$ cat src/rtl/mnist_pkg.sv
// Shared constants and types for the MNIST inference datapath and its consumers.
package mnist_pkg;

  localparam int unsigned DATA_WIDTH = 16;
  localparam int unsigned N_CLASSES  = 10;
  localparam int unsigned IDX_WIDTH  = 4;

  typedef logic signed [DATA_WIDTH-1:0] score_t;
  typedef logic [IDX_WIDTH-1:0]         idx_t;

  typedef enum logic [1:0] {
    IDLE = 2'd0,
    SCAN = 2'd1,
    HOLD = 2'd2
  } argmax_state_t;

  // Most negative representable score, seeds the runner-up slot.
  localparam score_t SCORE_MIN = {1'b1, {(DATA_WIDTH-1){1'b0}}};

endpackage

$ cat src/rtl/top2_update.sv
// Combinational top-2 tracker step: folds one score into the running best/second.
module top2_update
  import mnist_pkg::*;
(
  input  logic   first,
  input  score_t s,
  input  idx_t   cnt,
  input  score_t best,
  input  score_t second,
  input  idx_t   bidx,
  output score_t best_next,
  output score_t second_next,
  output idx_t   bidx_next
);

  // Strict compares keep the lowest index on ties; an equal score drops into second.
  always_comb begin
    best_next   = best;
    second_next = second;
    bidx_next   = bidx;
    if (first) begin
      best_next   = s;
      second_next = SCORE_MIN;
      bidx_next   = '0;
    end else if (s > best) begin
      second_next = best;
      best_next   = s;
      bidx_next   = cnt;
    end else if (s > second) begin
      second_next = s;
    end
  end

endmodule

$ cat src/rtl/argmax_classifier_fix16.sv
// Scans the class scores after inference completes and reports argmax, best score and margin.
module argmax_classifier_fix16
  import mnist_pkg::*;
(
  input  logic                  clk,
  input  logic                  rst,
  input  logic                  dnn_done,
  output logic [IDX_WIDTH-1:0]  out_idx,
  input  logic [DATA_WIDTH-1:0] score,
  output logic                  busy,
  output logic                  result_valid,
  input  logic                  result_ack,
  output logic [IDX_WIDTH-1:0]  digit,
  output logic [DATA_WIDTH-1:0] best_score,
  output logic [DATA_WIDTH:0]   margin
);

  argmax_state_t state;
  argmax_state_t state_next;

  logic   done_q;
  logic   trig;
  logic   last;
  idx_t   cnt;
  score_t s;
  score_t best_r;
  score_t second_r;
  idx_t   bidx_r;
  score_t best_n;
  score_t second_n;
  idx_t   bidx_n;

  assign trig    = dnn_done & ~done_q;
  assign last    = (cnt == IDX_WIDTH'(N_CLASSES - 1));
  assign s       = score;
  assign out_idx = cnt;

  top2_update u_top2 (
    .first       (cnt == '0),
    .s           (s),
    .cnt         (cnt),
    .best        (best_r),
    .second      (second_r),
    .bidx        (bidx_r),
    .best_next   (best_n),
    .second_next (second_n),
    .bidx_next   (bidx_n)
  );

  // State register.
  always_ff @(posedge clk) begin
    if (rst) state <= IDLE;
    else     state <= state_next;
  end

  // Next-state logic; a new trigger in HOLD wins over the acknowledge.
  always_comb begin
    state_next = state;
    case (state)
      IDLE: if (trig) state_next = SCAN;
      SCAN: if (last) state_next = HOLD;
      HOLD: begin
        if (trig)            state_next = SCAN;
        else if (result_ack) state_next = IDLE;
      end
      default: state_next = IDLE;
    endcase
  end

  // Edge detector, scan counter, running top-2 and status flags.
  always_ff @(posedge clk) begin
    if (rst) begin
      done_q       <= 1'b0;
      cnt          <= '0;
      best_r       <= '0;
      second_r     <= '0;
      bidx_r       <= '0;
      busy         <= 1'b0;
      result_valid <= 1'b0;
    end else begin
      done_q       <= dnn_done;
      busy         <= (state_next == SCAN);
      result_valid <= (state_next == HOLD);
      if (state == SCAN) begin
        best_r   <= best_n;
        second_r <= second_n;
        bidx_r   <= bidx_n;
        cnt      <= last ? '0 : cnt + IDX_WIDTH'(1);
      end else begin
        cnt <= '0;
      end
    end
  end

  // Result fields capture on the final scan cycle and hold until the next scan completes.
  always_ff @(posedge clk) begin
    if (rst) begin
      digit      <= '0;
      best_score <= '0;
      margin     <= '0;
    end else if (state == SCAN && last) begin
      digit      <= bidx_n;
      best_score <= best_n;
      margin     <= {best_n[DATA_WIDTH-1], best_n} - {second_n[DATA_WIDTH-1], second_n};
    end
  end

endmodule

$ cat config.mk
export PLATFORM = sky130hd
export DESIGN_NAME = argmax_classifier_fix16
export DESIGN_NICKNAME = d
export VERILOG_FILES = /design/src/rtl/mnist_pkg.sv /design/src/rtl/top2_update.sv /design/src/rtl/argmax_classifier_fix16.sv
export SDC_FILE = /design/constraint.sdc
export NUM_CORES = 1
export LEC_CHECK = 0
export BUFFER_PORTS_ARGS = -buffer_cell sky130_fd_sc_hd__buf_2
export CORE_AREA = 2 2 116 118
export CTS_CLUSTER_DIAMETER = 80
export CTS_CLUSTER_SIZE = 24
export DETAILED_ROUTE_END_ITERATION = 6
export DIE_AREA = 0 0 118 120
export HOLD_SLACK_MARGIN = 0.05
export PLACE_DENSITY = 0.55
export SYNTH_ARGS = -nofsm -noshare
export SYNTH_HDL_FRONTEND = slang
export SYNTH_SLANG_ARGS = --single-unit
$ cat constraint.sdc
create_clock -name clk -period 6.55 [get_ports clk]
set_input_delay 1.31 -clock clk [delete_from_list [all_inputs] [get_ports clk]]
set_output_delay 1.31 -clock clk [all_outputs]
set_load 0.03 [all_outputs]
; After elaboration in Yosys (flattened, before gate mapping)
; Cells that the tools add are included.
[op_classes]
bitwise_logic = 3
magnitude_cmp = 2
shifts = 0
n_mul = 0
reduce_logical = 4
div_mod_pow = 0
n_eq_ne = 5
muxes = 12
add_sub_neg = 2
[ops]
columns = op, n
row1 = 16-bit 2-to-1 mux, 5
row2 = 16-bit greater-than comparator, 2
row3 = 16-bit by 16-bit subtractor with 17-bit output, 1
row4 = 2-bit 2-to-1 mux, 4
row5 = 4-bit 2-to-1 mux, 2
row6 = 2-bit one-hot mux with 3 select lines, 1
row7 = 4-bit by 1-bit adder with 4-bit output (second input constant), 1
row8 = 2-bit by 1-bit == test with 1-bit output (second input constant), 2
row9 = 2-bit == test (second input constant), 2
row10 = 4-bit == test (second input constant), 1
row11 = 4-bit logical NOT, 1
row12 = 3-bit OR reduction, 1
row13 = 2-bit logical NOT, 1
row14 = 1-bit NOT, 2
row15 = 1-bit AND, 1
row16 = 1-bit logical AND, 1
[totals]
mem_bits_ro = 0
elab_cells = 39
output_inout_bits = 43
register_bits = 82
ram_bits = 0
input_bits = 20
latch_bits = 0
mem_count = 0

; Longest topological paths before layout
[depth]
word_depth = 5
mapped_depth = 21
mapped_depth_nobuf = 21

; Hierarchy
; A second synthesis with hierarchy kept.
[hier_totals]
cells_unflattened = 729
area_unflattened_um2 = 5676.7
[by_module_without_submodules]
columns = mod, seq_area_each_um2, n_inst, cells_per_inst, area_each_um2
row1 = argmax_classifier_fix16, 1641.6, 1, 470, 3748.6
row2 = top2_update, 0.0, 1, 259, 1928.1

; Least setup slack after synthesis
; No wires, ideal clock.
[synth_path]
path_kind = input port to flip-flop
from = input port score[15]
to = register margin[16]
slack_ns = 0.870
stages = 18
t_arrival_ns = 5.622
setup_time_ns = 0.059
cell_sequence = ha_1 > and4_1 > nand3_1 > or4_1 > o211ai_1 > nand2_2 > buf_2 > mux2i_1 > nand2_1 > fa_1 > a211oi_1 > nor2_1 > o41ai_1 > o22ai_1 > o41ai_1 > o21ai_0 > nor4b_1 > o221a_2
[synth_via]
elab_chain_cells = 5
word_cells_on_any_way = 8
[synth_rtl]
columns = item, line_no
row1 = "start, declared", argmax_classifier_fix16.sv:9  ; input logic [DATA_WIDTH-1:0] score,
row2 = 16-bit greater-than comparator, top2_update.sv:29  ; end else if (s > second) begin
row3 = 16-bit 2-to-1 mux, top2_update.sv:29
row4 = 16-bit 2-to-1 mux, top2_update.sv:25  ; end else if (s > best) begin
row5 = 16-bit 2-to-1 mux, top2_update.sv:21  ; if (first) begin
row6 = 16-bit by 16-bit subtractor with 17-bit output (*), argmax_classifier_fix16.sv:104  ; margin <= {best_n[DATA_WIDTH-1], best_n} - {second_n[DATA_WIDTH-1], second_n};
row7 = "end signal, assigned", argmax_classifier_fix16.sv:104
row8 = "end, declared", argmax_classifier_fix16.sv:15  ; output logic [DATA_WIDTH:0] margin
; Mark *: on every way between the ends. The rest lies on a longest branch, timed or not.
; A chain may end at the register's enable or synchronous reset.

; Worst setup path after layout
[layout_path]
from = input port score[15]
to = register margin[16]
[layout_via]
elab_chain_cells = 5
word_cells_on_any_way = 8
[layout_rtl]
columns = item, line_no
row1 = 16-bit greater-than comparator, top2_update.sv:29
row2 = 16-bit 2-to-1 mux, top2_update.sv:29
row3 = 16-bit 2-to-1 mux (*), top2_update.sv:25
row4 = 16-bit 2-to-1 mux (*), top2_update.sv:21
row5 = net second_n[0], argmax_classifier_fix16.sv:30  ; score_t second_n;
row6 = 16-bit by 16-bit subtractor with 17-bit output (*), argmax_classifier_fix16.sv:104
; Mark *: on every way through the listed nets, which the timed path passes. The rest lies on a longest branch.

==> results.yml <==
timing:
  maxSlewHeadroom_pct: 23.65
  rsz0062_at_grt: "no"
  hold_viol: 0
  maxSlewViolCount: 0
  final.setup.tns_ns: 0
  clock_skew_ns: 0.008420
  hold_ws_ns: 0.4505
  layout_min_cycle_time_ns: 5.786
  fmax_mhz: 172.8
  tightest_slew_ns: 1.142
  post-route-period-util_pct: 88.34
  setup_viol: 0
setup_path:
  cp_cell_sequence: "buf_2 > ha_1 > and4_1 > nand3_1 > or4_1 > o211ai_1 > nand2_2 > mux2i_1 > nor2_1 > ha_1 > inv_1 > fa_1 > a211oi_1 > nor2_1 > o41ai_1 > o22ai_1 > o41ai_1 > o21ai_0 > nor4b_1 > o221a_2"
  r2r-end: "margin[16]$_SDFFE_PP0P_"
  ff2ff_setup_slack_ns: 1.45
  cpPeakStageDelay_ns: 0.55
  critical_path_arrival_ns: 6.08
  rr_startpoint: "best_r[15]$_SDFFE_PP0P_"
  cpLargestDelayFamily: "compound AO/OA/AOI/OAI gates"
  slowest_stage: "or4_1"
  required_ns: 6.85
  crit_fanout: 11
  end_kind: "flop"
  path_buf_inv: 2
  reg2reg_depth: 20
  path_class: "primary input to flop"
  startpoint_type: "primary input"
grt:
  grt_usage_pct: 19.05
  antenna_found_initial: 0
  grt_overflow: 0
  grt_pass1_wl_um: 21270
  grt_pass1_vias: 4107
  grt_start_max_net_pins: 41
pwr:
  power_density_nw_per_um2: 228.5
  power_uw: 1345
  leakagePower_uw: 0.002477
  ir_drop_v: 0.00009307
clock_tree:
  cts-htree-levels: 3
  cts.repair.resized: 0
  tritoncts: "built"
  post_cts_buffers: 0
  insertion_delay_ns: 0.35
  clk_pin_slew_worst_paths_ns: 0.06
  ctsRootBufferMaster: "clkbuf_16"
  postCtsHoldBufs: 0
  cts.sinks: 82
  cts_buffers: 9
  cts.path.max_buffers: 2
synthesis:
  synth-seq-area-share_pct: 32.20
  ys_ff_latch: 82
  synth-edff-count: 0
  ys_warn_count: 0
  synth_top_area_cell: "dfxtp_1"
  async_flop_share_pct: 0
  netlist.area_leader.share_pct: 32.20
  syn_area_um2: 5097
  yosysMostFrequentCell: "dfxtp_1"
  synthFlopType: "dfxtp_1"
  syn-num-nets: 653
  synth_area_per_cell_um2: 8.773
  ys_types: 57
  synthTopCellsByCount: "82 x dfxtp_1, 78 x nor2_1, 51 x ha_1, 51 x mux2i_1, 45 x inv_1"
  syn_inst: 581
  synthTopCellsByArea: "dfxtp_1 32%, ha_1 13%, mux2i_1 10%"
place:
  place_inst: 805
  placed_cell_area_um2: 5572
  place_congestion: 0.9441
  port_buffers: 62
  dp_hpwl_um: 9887
cells_and_area:
  layout.cells.non_filler: 821
  nFillCells: 1309
  drive_gt1_share_pct: 17.98
  final_nets: 712
  antenna_cells: 0
  stdcell_area_um2: 5889
  area_growth_pct: 15.54
die:
  rows: 42
  io_pins: 63
  fp.dieW_um: 118
  start_util_pct: 39.27
  die_area_um2: 14160
  core-area_um2: 12980
  die_h_um: 120
min_path:
  worstHoldStart: "margin[5]$_SDFFE_PP0P_"
  worstHoldEndpoint: "margin[5]$_SDFFE_PP0P_"
  min_path_type: "flop to flop"
  holdPathStages: 2
drt:
  wl_per_cell_um: 15.82
  drtPass1Iterations: 4
  route.detailed.drc: 0
  vias: 4281
  routed_via_density: 5.214
  drt_iter0_markers: 287
  ant_nets: 0
  wirelength_um: 12990
run:
  max_cap_viol_count: 0
status:
  status: "finished clean"
## worst max path at each step
stage                     startpoint                      end  slack [ns]  depth (start not counted)
after detailed placement   score[15]  margin[16]$_SDFFE_PP0P_        0.42                         20
after global routing       score[15]  margin[16]$_SDFFE_PP0P_        0.43                         20
after CTS                  score[15]  margin[16]$_SDFFE_PP0P_        0.78                         20
final                      score[15]  margin[16]$_SDFFE_PP0P_        0.76                         20
after floorplan            score[15]  margin[16]$_SDFFE_PP0P_        0.87                         18
after global placement     score[15]  margin[16]$_SDFFE_PP0P_        0.51                         20
## area by class of cell
type	instances	area, um2	area share [%]
Sequential cell	82	1642	27.87
Multi-Input combinational cell	430	3156	53.58
Clock inverter	6	88.84	1.508
Tap cell	176	220.2	3.739
Timing Repair Buffer	72	385.4	6.543
Clock buffer	10	229.0	3.888
Inverter	45	168.9	2.868
## worst register-to-register path: cells and delay by family (launching register included)
family	cells	cell delay, ns
adders and majority gates	3	0.91
and+or+nand+nor	7	1.66
muxes	1	0.21
DFF	1	0.35
AOI/OAI and AO/OA	7	1.79
buffers and inverters	2	0.13
## sequential cells by signal, indices dropped and copies added (netlist names), 2 cells and up
signal      count
margin         17
best_r         16
best_score     16
second_r       16
bidx_r          4
digit           4
out_idx         4
state           2
## power breakdown
part | switching (uW) | internal [uW]
logic | 165 | 116
clock network | 214 | 335
registers | 7.36 | 508
total | 386 | 959
## cell families (layout without fill, tap and decap cells)
kind of cell / after synthesis / after routing / synth area share, %
xor gates and xnor gates: 11 / 11 / 1.890
adders and majority gates: 52 / 52 / 12.91
AOI/OAI and AO/OA: 126 / 126 / 16.89
and+or+nand+nor: 174 / 174 / 15.86
DFF: 82 / 82 / 32.20
muxes: 67 / 67 / 14.14
buffers and inverters: 69 / 133 / 6.112
## stage by stage
step           worst slack, ns  util [%]
3_3_place_gp            0.5062     42.92
5_1_grt                 0.4264     45.37
3_5_place_dp            0.4244     42.92
6_report                0.7638     45.37
2_1_floorplan           0.8696         -
4_1_cts                 0.7801     45.37
## placed cells by master, fill, tap and decap left out, types with 8 or more instances in the layout
cell / netlist / layout
nand2_1: 39 / 39
mux2i_1: 51 / 51
o21a_1: 18 / 18
dfxtp_1: 82 / 82
nand2b_1: 9 / 9
clkbuf_16: 0 / 9
buf_4: 0 / 10
a21oi_1: 31 / 31
nand3_1: 11 / 11
buf_2: 4 / 62
inv_1: 45 / 45
mux2_4: 8 / 8
ha_1: 51 / 51
nor2_1: 78 / 78
a22o_1: 14 / 14
o21ai_0: 18 / 18
mux2_2: 8 / 8
a211oi_1: 12 / 12
## metal layers
metal | share of wire, % | track usage (%) | vias up
met5 | 0 | 0 | -
met4 | 1.4 | 5.873 | 0
met3 | 5.0 | 4.990 | 14
met2 | 44 | 29.61 | 93
met1 | 49 | 25.86 | 2011
li1 | - | - | 2163
No activity file was read; power rests on OpenSTA's default activity.
